## src/rtl/tft_frame_writer_if.sv

```systemverilog
// Pixel-stream and SDRAM-controller handshake bundle for tft_frame_writer.
// The master side is the host/controller; the slave side is the frame writer.
interface tft_frame_writer_if;
  logic [15:0] pix_data;
  logic        pix_sof;
  logic [2:0]  pix_page;
  logic        pix_valid;
  logic        pix_ready;
  logic        startup_inc;
  logic        FIFO_RD_req;
  logic        FIFO_full;
  logic [15:0] FIFO_out;
  logic [2:0]  page_set;
  logic [8:0]  row_add_user;
  logic [9:0]  col_add_user;
  logic        startup;
  logic        frame_done;
  logic        clear_busy;

  modport master (
    output pix_data, pix_sof, pix_page, pix_valid, startup_inc, FIFO_RD_req,
    input  pix_ready, FIFO_full, FIFO_out, page_set, row_add_user, col_add_user,
           startup, frame_done, clear_busy
  );

  modport slave (
    input  pix_data, pix_sof, pix_page, pix_valid, startup_inc, FIFO_RD_req,
    output pix_ready, FIFO_full, FIFO_out, page_set, row_add_user, col_add_user,
           startup, frame_done, clear_busy
  );
endinterface

```

## src/rtl/tft_frame_writer.sv

```systemverilog
// Write-side feeder for the TFT SDRAM controller: show-ahead pixel FIFO plus
// write address generation, with a power-up clear of the first frame pages.
module tft_frame_writer #(
  parameter int          H_ACT       = 800,
  parameter int          V_ACT       = 480,
  parameter int          DEPTH       = 16,
  parameter int          CLR_PAGES   = 8,
  parameter logic [15:0] CLEAR_COLOR = 16'h0000
) (
  input logic             clk,
  input logic             rst,
  tft_frame_writer_if.slave bus
);
  localparam int AW = (DEPTH > 1) ? $clog2(DEPTH) : 1;
  localparam int CW = $clog2(DEPTH + 1);
  localparam logic [CW-1:0] DEPTH_C = CW'(DEPTH);
  localparam logic [9:0]    H_LAST  = 10'(H_ACT - 1);
  localparam logic [8:0]    V_LAST  = 9'(V_ACT - 1);
  localparam logic [2:0]    CP_LAST = 3'(CLR_PAGES - 1);

  typedef enum logic {S_CLEAR = 1'b0, S_RUN = 1'b1} state_t;

  logic [19:0]   mem [DEPTH];
  logic [AW-1:0] wr_ptr_r, rd_ptr_r;
  logic [CW-1:0] count_r;
  logic          push_s, pop_s;
  logic [19:0]   head_s;
  logic          head_sof_s;

  state_t        state_r, state_n;
  logic [8:0]    row_r, row_n, row_adv_s;
  logic [9:0]    col_r, col_n, col_adv_s;
  logic [2:0]    cp_r, cp_n, cur_page_r, cur_page_n;
  logic          frame_done_r, frame_done_n;
  logic          col_wrap_s, row_wrap_s;

  assign push_s     = bus.pix_valid & (count_r < DEPTH_C);
  assign pop_s      = bus.FIFO_RD_req & (count_r != {CW{1'b0}});
  assign head_s     = mem[rd_ptr_r];
  assign head_sof_s = (count_r != {CW{1'b0}}) & head_s[19];

  // FIFO storage; pointers alone define validity, so no reset is needed here
  always_ff @(posedge clk) begin
    if (push_s) begin
      mem[wr_ptr_r] <= {bus.pix_sof, bus.pix_page, bus.pix_data};
    end
  end

  // FIFO pointers and occupancy
  always_ff @(posedge clk or negedge rst) begin
    if (!rst) begin
      wr_ptr_r <= {AW{1'b0}};
      rd_ptr_r <= {AW{1'b0}};
      count_r  <= {CW{1'b0}};
    end else begin
      if (push_s) wr_ptr_r <= wr_ptr_r + AW'(1);
      if (pop_s)  rd_ptr_r <= rd_ptr_r + AW'(1);
      case ({push_s, pop_s})
        2'b10:   count_r <= count_r + CW'(1);
        2'b01:   count_r <= count_r - CW'(1);
        default: count_r <= count_r;
      endcase
    end
  end

  assign col_wrap_s = (col_r == H_LAST);
  assign row_wrap_s = (row_r == V_LAST);
  assign col_adv_s  = col_wrap_s ? 10'd0 : col_r + 10'd1;
  assign row_adv_s  = col_wrap_s ? (row_wrap_s ? 9'd0 : row_r + 9'd1) : row_r;

  // Next-state and address counter logic
  always_comb begin
    state_n      = state_r;
    row_n        = row_r;
    col_n        = col_r;
    cp_n         = cp_r;
    cur_page_n   = cur_page_r;
    frame_done_n = 1'b0;
    case (state_r)
      S_CLEAR: begin
        if (bus.startup_inc) begin
          row_n = row_adv_s;
          col_n = col_adv_s;
          if (col_wrap_s && row_wrap_s) begin
            if (cp_r == CP_LAST) begin
              state_n    = S_RUN;
              cur_page_n = 3'd0;
            end else begin
              cp_n = cp_r + 3'd1;
            end
          end else begin
            cp_n = cp_r;
          end
        end else begin
          state_n = S_CLEAR;
        end
      end
      S_RUN: begin
        if (bus.startup_inc) begin
          // A start-of-frame head restarts the page at column 1 after (0,0)
          if (head_sof_s) begin
            row_n      = 9'd0;
            col_n      = 10'd1;
            cur_page_n = head_s[18:16];
          end else begin
            row_n        = row_adv_s;
            col_n        = col_adv_s;
            frame_done_n = col_wrap_s & row_wrap_s;
          end
        end else begin
          frame_done_n = 1'b0;
        end
      end
      default: state_n = S_CLEAR;
    endcase
  end

  // State and address registers
  always_ff @(posedge clk or negedge rst) begin
    if (!rst) begin
      state_r      <= S_CLEAR;
      row_r        <= 9'd0;
      col_r        <= 10'd0;
      cp_r         <= 3'd0;
      cur_page_r   <= 3'd0;
      frame_done_r <= 1'b0;
    end else begin
      state_r      <= state_n;
      row_r        <= row_n;
      col_r        <= col_n;
      cp_r         <= cp_n;
      cur_page_r   <= cur_page_n;
      frame_done_r <= frame_done_n;
    end
  end

  // Output mux: the sof override is visible while the sof word sits at the head
  always_comb begin
    bus.page_set     = cp_r;
    bus.row_add_user = row_r;
    bus.col_add_user = col_r;
    if (state_r == S_RUN) begin
      if (head_sof_s) begin
        bus.page_set     = head_s[18:16];
        bus.row_add_user = 9'd0;
        bus.col_add_user = 10'd0;
      end else begin
        bus.page_set = cur_page_r;
      end
    end else begin
      bus.page_set = cp_r;
    end
  end

  assign bus.pix_ready  = (count_r < DEPTH_C);
  assign bus.FIFO_full  = (state_r == S_RUN) & (count_r != {CW{1'b0}});
  assign bus.FIFO_out   = (state_r == S_RUN) ? head_s[15:0] : CLEAR_COLOR;
  assign bus.startup    = (state_r == S_RUN);
  assign bus.clear_busy = (state_r != S_RUN);
  assign bus.frame_done = frame_done_r;
endmodule

```

## src/flat_wrapper.sv

```systemverilog
// flat-port wrapper written by rule: the top's interface ports become plain ports
module tft_frame_writer_flat 
#(
  parameter int          H_ACT       = 800,
  parameter int          V_ACT       = 480,
  parameter int          DEPTH       = 16,
  parameter int          CLR_PAGES   = 8,
  parameter logic [15:0] CLEAR_COLOR = 16'h0000
)
  (clk, rst, bus_pix_data, bus_pix_sof, bus_pix_page, bus_pix_valid, bus_startup_inc, bus_FIFO_RD_req, bus_pix_ready, bus_FIFO_full, bus_FIFO_out, bus_page_set, bus_row_add_user, bus_col_add_user, bus_startup, bus_frame_done, bus_clear_busy);
  tft_frame_writer_if bus_i ();
  input logic clk;
  input logic rst;
  input wire logic [$bits(bus_i.pix_data)-1:0] bus_pix_data;
  input wire logic [$bits(bus_i.pix_sof)-1:0] bus_pix_sof;
  input wire logic [$bits(bus_i.pix_page)-1:0] bus_pix_page;
  input wire logic [$bits(bus_i.pix_valid)-1:0] bus_pix_valid;
  input wire logic [$bits(bus_i.startup_inc)-1:0] bus_startup_inc;
  input wire logic [$bits(bus_i.FIFO_RD_req)-1:0] bus_FIFO_RD_req;
  output wire logic [$bits(bus_i.pix_ready)-1:0] bus_pix_ready;
  output wire logic [$bits(bus_i.FIFO_full)-1:0] bus_FIFO_full;
  output wire logic [$bits(bus_i.FIFO_out)-1:0] bus_FIFO_out;
  output wire logic [$bits(bus_i.page_set)-1:0] bus_page_set;
  output wire logic [$bits(bus_i.row_add_user)-1:0] bus_row_add_user;
  output wire logic [$bits(bus_i.col_add_user)-1:0] bus_col_add_user;
  output wire logic [$bits(bus_i.startup)-1:0] bus_startup;
  output wire logic [$bits(bus_i.frame_done)-1:0] bus_frame_done;
  output wire logic [$bits(bus_i.clear_busy)-1:0] bus_clear_busy;
  assign bus_i.pix_data = bus_pix_data;
  assign bus_i.pix_sof = bus_pix_sof;
  assign bus_i.pix_page = bus_pix_page;
  assign bus_i.pix_valid = bus_pix_valid;
  assign bus_i.startup_inc = bus_startup_inc;
  assign bus_i.FIFO_RD_req = bus_FIFO_RD_req;
  assign bus_pix_ready = bus_i.pix_ready;
  assign bus_FIFO_full = bus_i.FIFO_full;
  assign bus_FIFO_out = bus_i.FIFO_out;
  assign bus_page_set = bus_i.page_set;
  assign bus_row_add_user = bus_i.row_add_user;
  assign bus_col_add_user = bus_i.col_add_user;
  assign bus_startup = bus_i.startup;
  assign bus_frame_done = bus_i.frame_done;
  assign bus_clear_busy = bus_i.clear_busy;
  tft_frame_writer #(.H_ACT(H_ACT), .V_ACT(V_ACT), .DEPTH(DEPTH), .CLR_PAGES(CLR_PAGES), .CLEAR_COLOR(CLEAR_COLOR)) u_core (.clk(clk), .rst(rst), .bus(bus_i));
endmodule
```

## config.mk

```make
export PLATFORM = sky130hd
export DESIGN_NAME = tft_frame_writer_flat
export DESIGN_NICKNAME = d
export VERILOG_FILES = /design/src/rtl/tft_frame_writer_if.sv /design/src/rtl/tft_frame_writer.sv /design/src/flat_wrapper.sv
export SDC_FILE = /design/constraint.sdc
export NUM_CORES = 1
export LEC_CHECK = 0
export ABC_AREA = 1
export ABC_CLOCK_PERIOD_IN_PS = 3300
export CAP_MARGIN = 30
export CORE_ASPECT_RATIO = 0.9
export CORE_MARGIN = 5
export CORE_UTILIZATION = 65
export CTS_CLUSTER_SIZE = 28
export DETAILED_ROUTE_END_ITERATION = 10
export PLACE_DENSITY = 0.85
export SYNTH_ARGS = -nofsm -noshare
export SYNTH_HDL_FRONTEND = slang
export SYNTH_SLANG_ARGS = --single-unit
```

## constraint.sdc

```tcl
create_clock -name clk -period 3.3 [get_ports clk]
set_input_delay 0.495 -clock clk [delete_from_list [all_inputs] [get_ports clk]]
set_output_delay 0.495 -clock clk [all_outputs]
set_load 0.1 [all_outputs]
```

; ---- Word level (Yosys, flattened, before mapping)
; Memory sizes are Yosys's and may differ from the RTL's.
; Cells that the tools add are included.
; Widths: inputs -> output; s select.
[word_totals]
reg_bits = 40
latchBits = 0
ram_bits = 320
romBits = 0
inputBits = 25
output_inout_bits = 43
wordCells = 73
memories = 1
[classes]
add_sub_neg = 7
n_mul = 0
div_mod_pow = 0
order_cmp = 1
eq_ne = 9
shift = 0
muxes = 33
bitwise = 7
reduce_logical = 6
[memory_table]
columns = name, words, width, read_ports, rd_ports_with_merged_regs, write_ports, line_no
row1 = u_core.mem, 16, 20, 1, 0, 1, tft_frame_writer.sv:23  ; logic [19:0] mem [DEPTH];
[ops]
columns = cell, count
row1 = $mux 9, 7
row2 = $mux 10, 6
row3 = $pmux 10 s2, 1
row4 = $mux 3, 6
row5 = $pmux 9 s2, 1
row6 = $mux 16, 1
row7 = $add 10x1->10 const B, 1
row8 = $eq 10x10->1 const B, 1
row9 = $pmux 5 s2, 1
row10 = $add 9x1->9 const B, 1
row11 = $eq 9x9->1 const B, 1
row12 = $mux 1, 9
row13 = $add 4x1->4 const B, 2
row14 = $reduce_and 4->1, 2
row15 = $pmux 3 s2, 1
row16 = $add 5x1->5 const B, 1
row17 = $and 1x1->1, 5
row18 = $lt 5x5->1 const B, 1
row19 = $reduce_bool 5->1, 1
row20 = $sub 5x1->5 const B, 1
row21 = $ne 2x1->1 const B, 2
row22 = $ne 2x2->1 const B, 2
row23 = $add 3x1->3 const B, 1
row24 = $eq 3x3->1 const B, 1
row25 = 6 further kinds, 7

; ---- Depth between registers and ports, before layout
; Gate-level depths: netlist of the first run.
[depth]
ltp_word = 6
ltp_mapped = 15
depth_no_buf = 15

; ---- Worst setup path before layout of the first run
; OpenSTA, ideal clock, no wires.
[synth_timing]
kind = register to output
startpoint = register u_core.state_r (netlist: u_core.bus.startup)
endpoint = output port bus_FIFO_out[10]
t_arrival_ns = 3.657
t_required_ns = 2.805
slack_ns = -0.852
path_stages_with_launch = 5
cell_sequence = dfrtp_1 -> clkbuf_1 -> inv_1 -> clkbuf_1 -> a21oi_1
[synth_between]
elab_chain_len = 1
[synth_lines]
columns = element, line_no
row1 = "start, declared", tft_frame_writer.sv:30  ; state_t state_r, state_n;
row2 = "start signal, assigned", tft_frame_writer.sv:128  ; state_r <= state_n;
row3 = $mux 16, tft_frame_writer.sv:157  ; assign bus.FIFO_out = (state_r == S_RUN) ? head_s[15:0] : CLEAR_COLOR;
row4 = "end, declared", flat_wrapper.sv:22  ; output wire logic [$bits(bus_i.FIFO_out)-1:0] bus_FIFO_out;
; No other way between the ends.

; ---- Worst setup path after layout of the first run
[layout_timing]
startpoint = register u_core.rd_ptr_r[0]
endpoint = output port bus_FIFO_out[6]
[layout_between]
elab_chain_len = 2
[layout_lines]
columns = element, line_no
row1 = "start, declared", tft_frame_writer.sv:24  ; logic [AW-1:0] wr_ptr_r, rd_ptr_r;
row2 = "start signal, assigned", tft_frame_writer.sv:53  ; rd_ptr_r <= {AW{1'b0}};
row3 = "start signal, assigned", tft_frame_writer.sv:57  ; if (pop_s) rd_ptr_r <= rd_ptr_r + AW'(1);
row4 = $mem_v2 16x20, n/a
row5 = $mux 16, tft_frame_writer.sv:157
; No other way between the ends.

==> results of run 1 <==
per-layer routing:
layer	global-route usage, %	routed length, um
met1	37.1	13800
met2	46.6	18500
met3	4.85	4160
met4	12.3	1670
met5	0	13
sequential cells by signal, indices dropped and copies added, names as in the netlist:
name	count
u_core.cp_r	3
u_core.col_r	10
u_core.bus.frame_done	1
u_core.rd_ptr_r	4
u_core.row_r	9
u_core.mem	320
u_core.count_r	5
u_core.bus.startup	1
u_core.cur_page_r	3
u_core.wr_ptr_r	4
kinds of logic (layout without fill, tap and decap cells):
| family | count (synthesis) | count (layout) |
|---|---|---|
| DFF | 360 | 360 |
| muxes | 2 | 2 |
| and+or+nand+nor | 427 | 427 |
| buffers and inverters | 139 | 239 |
| adders and majority gates | 13 | 13 |
| AOI/OAI and AO/OA | 269 | 269 |
| xor gates and xnor gates | 22 | 22 |
through the flow:
| step | worst slack (ns) | util (%) | cell area (um^2) |
|---|---|---|---|
| floorplan | -0.365 | - | 15200 |
| global placement | 0.441 | 73.3 | 16600 |
| finish | 0.0360 | 79.1 | 17900 |
| detailed placement | 0.361 | 73.3 | 16600 |
| CTS | 0.0102 | 78.7 | 17800 |
| global route | 0.00868 | 79.1 | 17900 |
cell type report:
class	instances	area share [%]
timing repair buffer	109	8.61
inverter	67	1.53
clock buffer	42	5.21
sequential	360	59.3
tap	297	2.07
multi-input combinational	733	22.0
clock inverter	21	1.32
path summary, 6_finish.rpt:
path / to / slack (ns) / cells after the start
max in group asynchronous: u_core.rd_ptr_r[0]$_DFFE_PN0P_ / 2.52 / 1
hold / removal: u_core.cp_r[0]$_DFFE_PN0P_ / 0.11 / 1
min in group clk: u_core.cur_page_r[0]$_DFFE_PN0P_ / 0.49 / 2
hold reg to reg: u_core.cur_page_r[0]$_DFFE_PN0P_ / 0.49 / 2
setup / recovery: bus_FIFO_out[6] / 0.04 / 8
setup reg to reg: u_core.count_r[4]$_DFFE_PN0P_ / 0.25 / 15
cells in the final DEF (no fill, tap or decap), types with 6 or more instances in the layout:
cell type,n
a21oi_1,8
a21oi_2,12
buf_12,45
buf_4,33
clkbuf_16,38
clkdlybuf4s50_1,24
clkinv_1,9
dfrtp_1,36
edfxtp_1,320
ha_1,13
inv_1,59
nand2_1,125
nand3_1,75
nand4_1,9
nor2_1,169
nor2_2,32
o211ai_1,21
o21ai_0,146
o21ai_1,6
o221ai_1,51
o22ai_1,21
xor2_1,19
power groups by stage:
stage	clock (mW)	sequential (mW)	combinational, mW
2_1_floorplan	0	5.57	5.54
3_3_place_gp	0	5.67	7.80
3_5_place_dp	0	5.70	8.04
4_1_cts	4.08	5.62	8.26
5_1_grt	4.28	5.67	8.95
6_report	4.04	5.65	8.53
what timing repair did:
item,4_1_cts,5_1_grt
gates resized for setup,6,12
cloned,1,2
hold endpoints to repair,0,0
setup endpoints to repair,28,31
critical path, delay by kind of cell (launching register included):
| family | cells | cell delay (ns) |
|---|---|---|
| simple gates | 1 | 0.20 |
| buf+inv | 4 | 0.88 |
| compound gates | 3 | 0.59 |
| flops | 1 | 0.57 |
==> impl_results.md, run 1 <==
- Outcome: finished, final reports clean
- Fin Hold WS: 0.105 ns
- Switching part of the total: 42.8%
- CTS buffer count: 35
- Vias in the first global route: 10600
- Worst Hold Class: primary input to asynchronous set/reset pin
- DR vias: 10700
- Post-layout nets: 1344
- Fillers: 1218
- Ports: 68
- Clock-pin slew on the worst setup and hold paths: 0.06 ns
- Post-Synth Adder-Cell Area: 1.08%
- Die ar.: 26300 um^2
- Routed len/inst: 23.4 um
- Worst Path Max Fanout: 33
- Max Freq: 306 MHz
- Overall Power: 18.2 mW
- CP Launch Point: u_core.rd_ptr_r[0]$_DFFE_PN0P_
- Remaining DRCs: 0
- Combinational power share: 46.8%
- Max-slew violations: 0
- Gpl congestion: 0.868
- Tcrit/Tclk final: 98.9%
- CTS root buf: clkbuf_16
- WP data required: 2.80 ns
- Main synth FF type: edfxtp_1
- Clock power share: 22.1%
- Count of input and output buffers: 67
- Final Skew: 0.0201 ns
- Initial antenna violation count: 1
- Pwr/cell area: 1020 nW/um^2
- Synth Area in Compound Gates: 10.9%
- Net Count, Synth: 1270
- Most common cell in the netlist: edfxtp_1
- Max H-tree Level: 2
- Row Count: 52
- Final hold vios: 0
- Top-area cell type share of the netlist area: 63.8%
- MaxCap Viol Count: 0
- Detail Route Antenna Nets: 0
- Synth top area cells: edfxtp_1 64%, dfrtp_1 6.6%, nor2_1 5.1%, o21ai_0 4.8%, nand2_1 3.1%
- CP Launch Type: flop
- CTS sink cnt: 360
- Layout cells sized above 1: 15.4%
- First-pass GRT wire length: 57200 um
- Main combinational cell family by area after synthesis: simple AND/OR/NAND/NOR gates
- CTS tree: yes
- Worst reg2reg startpoint: u_core.count_r[1]$_DFFE_PN0P_
- Sequential area share after synthesis: 70.4%
- Psw: 7.80 mW
- Finished Layout Cells: 1629
- Placed Instances: 1563
- XOR/XNOR Fraction of Synth Area: 1.28%
- Remaining global-route overflow: 0
- Slew @ Worst Pin: 0.965 ns
- Most common cell on crit path: buf_12
- Cell taking the most area after synthesis: edfxtp_1
- Hold_buf cts: 0
- Cell-by-cell listing of the critical path: inv_6 > buf_16 > buf_12 > o21ai_0 > o221ai_1 > nand3_1 > a21oi_2 > buf_12
- Lkg Pwr: 6.30 nW
- Starting Density: 66.5%
- CP Capture Type: primary output
- Crit-path max cell delay: 0.57 ns
- Synth-to-Final Area Change: 18.9%
- RSZ-0062 raised after global routing: false
- Async set-or-reset flop fraction in the synthesized netlist: 11.1%
- Clock Path Buffers: 3
- Pre-antenna DRT Iters: 6
- Initial DRC Count: 1520
- Cell count after synthesis: 1232
- Ant. Diodes: 0
- Mux share of post-synthesis cell area: 0.149%
- Worst EP arrival: 2.77 ns
- Synth Area per Inst: 12.2 um^2
- GRT Overall Usage: 28.2%
- Largest net degree at the start of global routing: 77
- Maximum vdd drop: 0.00132 V
- Routed WL: 38200 um
- Post-detail-place hpwl: 21400 um
- Setup bufs post-CTS: 0
- Crit-path slowest cell: dfrtp_4
- Die W: 170 um
- FF/Latch Area: 10600 um^2
- Sequential share of power: 31.0%
- Final setup vio count: 0
- Crit path time final: 3.26 ns
- Post-Syn Area: 15100 um^2
- Slew headroom: 35.5%
- Yosys reg bits: 360
- Total negative slack: 0 ns
- WS Path Type: flop to primary output
- Number of synthesis warnings: 0
- Yosys cell types: 36
- Worst skew pair latency: 0.53 ns
- Core ar.: 22600 um^2
- Most frequent cells after synthesis: 320 x edfxtp_1, 204 x nor2_1, 146 x o21ai_0
- Die Span Y: 154 um
- Synth Area in Simple Gates: 11.7%
- Area of the multi-input gates: 3940 um^2
- Via/cell ratio: 6.58
- Int Pwr: 10.4 mW
- Number of synthesized flops with an enable pin: 320
Note: power is estimated with default switching activity, not from simulation.
==> run 2, diff against run 1 <==
GPL_ROUTABILITY_DRIVEN = 0   (was not set)
PLACE_DENSITY = not set   (was 0.85)
PLACE_DENSITY_LB_ADDON = 0.15   (was not set)
==> run 2 against run 1 <==
Register-to-register slack better by 0.29 ns. Final cell count up 0.18%. Routed wire length down 5.5%. Critical endpoint is now bus_FIFO_out[7].
==> impl_results.md, run 2 (same netlist as run 1, synthesis figures left out) <==
- Initial DRC Count: 1515 (was 1520)
- CTS tree: yes (unchanged)
- Tcrit/Tclk final: 95.6% (was 98.9%)
- Worst reg2reg startpoint: u_core.count_r[1]$_DFFE_PN0P_ (unchanged)
- Slew headroom: 33.4% (was 35.5%)
- CP Capture Type: primary output (unchanged)
- Commonest non-fill, non-tap cell in the layout: edfxtp_1 (unchanged)
- Via/cell ratio: 6.36 (was 6.58)
- Worst Hold Class: primary input to asynchronous set/reset pin (unchanged)
- Dpl cell area: 16600 um^2 (about the same)
- Core ar.: 22600 um^2 (unchanged)
- Routed wl met3: 3390 um (was 4160 um)
- Fin Hold WS: 0.312 ns (was 0.105 ns)
- Vias in the first global route: 10000 (was 10600)
- Pwr/cell area: 992 nW/um^2 (was 1020 nW/um^2)
- CP Launch Type: flop (unchanged)
- Cell-by-cell listing of the critical path: clkinv_2 > buf_4 > o21ai_0 > o221ai_1 > o211ai_1 > a21oi_1 > buf_12 (was inv_6 > buf_16 > buf_12 > o21ai_0 > o221ai_1 > nand3_1 > a21oi_2 > buf_12)
- DR vias: 10400 (was 10700)
- Remaining DRCs: 0 (unchanged)
- Slew @ Worst Pin: 0.997 ns (was 0.965 ns)
- Maximum vdd drop: 0.00155 V (was 0.00132 V)
- Count of input and output buffers: 67 (unchanged)
- Lkg Pwr: 6.22 nW (was 6.30 nW)
- R2R cell count: 15 (unchanged)
- First-pass GRT wire length: 55200 um (was 57200 um)
- Max-slew violations: 0 (unchanged)
- R2R Setup Slk: 0.54 ns (was 0.25 ns)
- CTS root buf: clkbuf_16 (unchanged)
- GRT Overall Usage: 27.0% (was 28.2%)
- MaxCap Viol Count: 0 (unchanged)
- Remaining global-route overflow: 0 (unchanged)
- Max H-tree Level: 2 (unchanged)
- Starting Density: 66.5% (unchanged)
- Max reg flops: 320 (unchanged)
- Synth-to-Final Area Change: 18.0% (was 18.9%)
- Most frequent cells in the layout: 320 x edfxtp_1, 169 x nor2_1, 146 x o21ai_0 (unchanged)
- Ports: 68 (unchanged)
- Pre-antenna DRT Iters: 5 (was 6)
- Post-route cell area: 17800 um^2 (was 17900 um^2)
- WP data required: 2.80 ns (about the same)
- Fillers: 1324 (was 1218)
- Crit-path slowest cell: dfrtp_2 (was dfrtp_4)
- Crit path time final: 3.16 ns (was 3.26 ns)
- Wire length on met1: 14500 um (was 13800 um)
- Max Freq: 317 MHz (was 306 MHz)
- Area of the multi-input gates: 3910 um^2 (was 3940 um^2)
- Routed len/inst: 22.1 um (was 23.4 um)
- Die W: 170 um (unchanged)
- Crit-path max cell delay: 0.43 ns (was 0.57 ns)
- CTS buffer count: 36 (was 35)
- Worst Path Max Fanout: 22 (was 33)
- Final setup vio count: 0 (unchanged)
- Die Span Y: 154 um (unchanged)
- Largest Register: u_core.mem (unchanged)
- Layout cells sized above 1: 14.8% (was 15.4%)
- CTS sink cnt: 360 (unchanged)
- Die ar.: 26300 um^2 (unchanged)
- Clock Path Buffers: 3 (unchanged)
- Routed WL: 36100 um (was 38200 um)
- Row Count: 52 (unchanged)
- Clock-pin slew on the worst setup and hold paths: 0.06 ns (about the same)
- FF/Latch Area: 10600 um^2 (unchanged)
- Final hold vios: 0 (unchanged)
- Final Skew: 0.0248 ns (was 0.0201 ns)
- WS Path Type: flop to primary output (unchanged)
- R2R Path End: u_core.count_r[4]$_DFFE_PN0P_ (unchanged)
- Outcome: finished, final reports clean (unchanged)
- Routed wl met2: 17200 um (was 18500 um)
- Worst EP arrival: 2.66 ns (was 2.77 ns)
- Largest net degree at the start of global routing: 91 (was 77)
- Detail Route Antenna Nets: 0 (unchanged)
- Post-layout nets: 1345 (was 1344)
- Largest registers: u_core.mem: 320 flops, u_core.col_r: 10 flops, u_core.row_r: 9 flops (unchanged)
- Initial antenna violation count: 1 (unchanged)
- Worst skew pair latency: 0.53 ns (about the same)
- Post-detail-place hpwl: 20300 um (was 21400 um)
- Final Util: 78.5% (was 79.1%)
- Top Layer Used: met4 (was met5)
## run 2: where the power goes
| group | switching, mW | leakage, nW | internal (mW) |
|---|---|---|---|
| clock | 1.67 | 0.534 | 2.24 |
| combinational | 5.67 | 2.30 | 2.49 |
| sequential | 0.211 | 3.39 | 5.36 |
| total | 7.56 | 6.22 | 10.1 |
## run 2: worst max path at each step
stage	slack, ns	endpoint	cells after the start	startpoint
6_report	0.14	bus_FIFO_out[7]	7	u_core.rd_ptr_r[1]$_DFFE_PN0P_
5_1_grt	-0.002	bus_col_add_user[7]	11	u_core.rd_ptr_r[0]$_DFFE_PN0P_
4_1_cts	0.05	bus_FIFO_out[7]	7	u_core.rd_ptr_r[1]$_DFFE_PN0P_
3_5_place_dp	0.49	bus_FIFO_out[7]	6	u_core.rd_ptr_r[0]$_DFFE_PN0P_
3_3_place_gp	0.58	bus_FIFO_out[4]	6	u_core.rd_ptr_r[0]$_DFFE_PN0P_
2_1_floorplan	-0.36	bus_FIFO_out[13]	4	u_core.bus.startup$_DFF_PN0_
## run 2: area by class of cell
type	instances	area share [%]
diodes	1	0.0141
clock buffers	46	5.40
clock inverters	19	0.950
inverters	67	1.51
multi-input cells	733	22.0
flip-flops and latches	360	59.7
well taps	297	2.09
repair buffers	109	8.37
## run 2: per-layer routing
metal / global-route usage (%) / vias to the layer above
met2: 42.5 / 608
met5: 0 / -
met3: 4.75 / 94
met4: 8.67 / 0
li1: - / 4620
met1: 39.2 / 5057
## run 2: repair_timing
action / 4_1_cts / 5_1_grt
hold endpoints to repair: 0 / 40
cloned: 0 / 1
gates resized for setup: 2 / 5
hold buffers: 0 / 1
setup buffers: 0 / 0
setup endpoints to repair: 7 / 19
## run 2: stage by stage
stage | setup TNS (ns) | std cells | worst slack [ns] | power [mW]
floorplan | -2.41 | 1232 | -0.365 | 11.1
global route | -0.00210 | 1632 | -0.00210 | 18.4
finish | 0 | 1632 | 0.144 | 17.6
detailed placement | 0 | 1563 | 0.488 | 13.7
global placement | 0 | 1563 | 0.577 | 13.5
CTS | 0 | 1628 | 0.0499 | 17.6
## run 2: critical path: cells and delay by family, from the launching register on
family,cells,cell delay [ns]
buf+inv,3,0.85
compound gates,4,0.85
flops,1,0.43
==> run 3, diff against run 2 <==
==> constraint.sdc (replaced) <==
create_clock -name clk -period 3.3 [get_ports clk]
set_input_delay 0.33 -clock clk [delete_from_list [all_inputs] [get_ports clk]]
set_output_delay 0.33 -clock clk [all_outputs]
set_load 0.01 [all_outputs]
==> run 3 against run 2 <==
Routed wire length is 2.2% higher. Clock-buffer cell count up 1. Highest routed layer unchanged. Setup slack worse by 0.041 ns. First-iteration DRC count fell by 5.9%. Die area stayed put. Via count shrank 0.23%. Critical path depth is the same. Cell area is 3.1% lower. Maximum frequency is 1.3% lower. Flip-flop and latch count unchanged. Register-to-register slack gained 0.02 ns. Sequential share of layout area increased by 1.9 points.
==> impl_results.md, run 3 (same netlist as run 1, synthesis figures left out) <==
- Worst EP arrival: 2.87 ns (was 2.66 ns)
- Delay-heaviest family, CP: buffers and inverters (unchanged)
- First-pass GRT wire length: 56100 um (was 55200 um)
- RSZ-0062 raised after global routing: false
- Detail Route Antenna Nets: 0 (unchanged)
- Row Count: 52 (unchanged)
- R2R Setup Slk: 0.56 ns (was 0.54 ns)
- Largest registers: u_core.mem: 320 flops, u_core.col_r: 10 flops, u_core.row_r: 9 flops (unchanged)
- MaxCap Viol Count: 0 (unchanged)
- Post-layout nets: 1347 (was 1345)
- CTS sink cnt: 360 (unchanged)
- Max Freq: 313 MHz (was 317 MHz)
- Combinational power share: 36.9% (was 46.2%)
- Pwr/cell area: 847 nW/um^2 (was 992 nW/um^2)
- Int Pwr: 9.36 mW (was 10.1 mW)
- Switching part of the total: 35.9% (was 42.8%)
- Routed WL: 36900 um (was 36100 um)
- Worst Path Max Fanout: 47 (was 22)
- Most frequent cells in the layout: 320 x edfxtp_1, 188 x nor2_1, 146 x o21ai_0 (was 320 x edfxtp_1, 169 x nor2_1, 146 x o21ai_0)
- Synth-to-Final Area Change: 14.3% (was 18.0%)
- Starting Density: 66.5% (unchanged)
- Count of input and output buffers: 67 (unchanged)
- WP data required: 2.97 ns (was 2.80 ns)
- Crit path buffers/inverters: 3 (unchanged)
- DR vias: 10400 (about the same)
- Cell-by-cell listing of the critical path: buf_16 > buf_8 > o21ai_0 > o221ai_1 > nand3_1 > a21oi_2 > clkdlybuf4s50_1 (was clkinv_2 > buf_4 > o21ai_0 > o221ai_1 > o211ai_1 > a21oi_1 > buf_12)
- Slew headroom: 56.2% (was 33.4%)
- CP Capture Type: primary output (unchanged)
- Fin Hold WS: 0.157 ns (was 0.312 ns)
- WS Path Type: flop to primary output (unchanged)
- Initial DRC Count: 1426 (was 1515)
- Final Skew: 0.0179 ns (was 0.0248 ns)
- Max H-tree Level: 2 (unchanged)
- Total negative slack: 0 ns (unchanged)
- Remaining DRCs: 0 (unchanged)
- Setup bufs post-CTS: 0 (unchanged)
- Largest net degree at the start of global routing: 77 (was 91)
- Crit path time final: 3.20 ns (was 3.16 ns)
- Initial antenna violation count: 0 (was 1)
- CTS tree: yes (unchanged)
- Vias in the first global route: 10000 (about the same)
- Tcrit/Tclk final: 96.9% (was 95.6%)
- Post-detail-place hpwl: 20000 um (was 20300 um)
- GRT Overall Usage: 27.7% (was 27.0%)
- CTS buffer count: 36 (unchanged)
- Max-slew violations: 0 (unchanged)
- CTS root buf: clkbuf_16 (unchanged)
- Psw: 5.23 mW (was 7.56 mW)
- Crit-path max cell delay: 0.58 ns (was 0.43 ns)
- Crit-path slowest cell: clkdlybuf4s50_1 (was dfrtp_2)
- Outcome: finished, final reports clean (unchanged)
- Slew @ Worst Pin: 0.655 ns (was 0.997 ns)
- Die W: 170 um (unchanged)
- Die Span Y: 154 um (unchanged)
- Sequential share of power: 38.0% (was 31.6%)
- Die ar.: 26300 um^2 (unchanged)
- Clock-pin slew on the worst setup and hold paths: 0.06 ns (about the same)
- Clock Path Buffers: 3 (unchanged)
- Pre-antenna DRT Iters: 6 (was 5)
- Clock power share: 25.0% (was 22.2%)
- Largest Register: u_core.mem (unchanged)
- Final Util: 76.1% (was 78.5%)
- Ant. Diodes: 0 (was 1)
- Ports: 68 (unchanged)
- Worst Hold Class: primary input to asynchronous set/reset pin (unchanged)
- Max reg flops: 320 (unchanged)
- Routed len/inst: 22.6 um (was 22.1 um)
- Core ar.: 22600 um^2 (unchanged)
- Worst skew pair latency: 0.52 ns (was 0.53 ns)
- Commonest non-fill, non-tap cell in the layout: edfxtp_1 (unchanged)
- CP Launch Type: flop (unchanged)
- Final hold vios: 0 (unchanged)
- Maximum vdd drop: 0.000629 V (was 0.00155 V)
- Layout cells sized above 1: 9.38% (was 14.8%)
- Final setup vio count: 0 (unchanged)
- Lkg Pwr: 6.02 nW (was 6.22 nW)
- Via/cell ratio: 6.36 (about the same)
- Remaining global-route overflow: 0 (unchanged)
-- run 3: cell count changes in the layout (fill, tap and decap cells not counted), moves of 2 or more --
cell             change
nor2_4               -5
a21oi_2              -2
inv_1                +2
nor2_2              -14
clkinvlp_4           -7
nor2_1              +19
clkinv_2             -2
clkinv_1             +5
clkdlybuf4s50_1     +42
buf_12              -40
a21oi_1              +2
bufinv_16            -2
-- run 3: cell type report --
| cell class | count | area, um^2 |
|---|---|---|
| clock buffer | 47 | 963 |
| tap | 297 | 372 |
| inverter | 67 | 262 |
| fill | 1415 | 5410 |
| sequential | 360 | 10600 |
| clock inverter | 14 | 65.1 |
| multi-input combinational | 733 | 3830 |
| timing repair buffer | 111 | 1120 |
-- run 3: repair_timing --
| item | 4_1_cts | 5_1_grt |
|---|---|---|
| resized for setup | 5 | 6 |
| hold buffers | 1 | 0 |
| cloned | 1 | 0 |
| setup endpoints to repair | 2 | 22 |
| hold endpoints to repair | 39 | 0 |
-- run 3: path summary, 6_finish.rpt --
path | cells after the start | startpoint | to
min in group clk | 2 | u_core.cur_page_r[2]$_DFFE_PN0P_ | u_core.cur_page_r[2]$_DFFE_PN0P_
max | 7 | u_core.rd_ptr_r[0]$_DFFE_PN0P_ | bus_FIFO_out[11]
min reg2reg | 2 | u_core.cur_page_r[2]$_DFFE_PN0P_ | u_core.cur_page_r[2]$_DFFE_PN0P_
max reg2reg | 15 | u_core.count_r[1]$_DFFE_PN0P_ | u_core.count_r[4]$_DFFE_PN0P_
min | 2 | rst | u_core.row_r[3]$_DFFE_PN0P_
max in group asynchronous | 3 | rst | u_core.rd_ptr_r[0]$_DFFE_PN0P_
-- run 3: layer usage --
metal	wire, um	GRT usage, %
met5	0	0
met4	992	8.59
met3	3780	5.05
met2	17400	44.1
met1	14600	39.7
-- run 3: per-stage QoR --
| stage | total power, mW | cells | worst slack, ns | instance area [um^2] |
|---|---|---|---|---|
| floorplan | 8.97 | 1232 | 1.03 | 15100 |
| detailed placement | 10.8 | 1565 | 0.446 | 16100 |
| finish | 14.6 | 1629 | 0.103 | 17200 |
| global route | 15.3 | 1629 | 0.0276 | 17200 |
| CTS | 14.5 | 1628 | 0.00716 | 17200 |
| global placement | 10.6 | 1565 | 0.573 | 16100 |
-- run 3: power groups by stage --
stage          clock network (mW)  registers [mW]  logic [mW]
2_1_floorplan                   0            5.57        3.40
3_3_place_gp                    0            5.61        5.01
3_5_place_dp                    0            5.62        5.17
4_1_cts                      3.67            5.54        5.33
5_1_grt                      3.88            5.58        5.83
6_report                     3.65            5.55        5.38
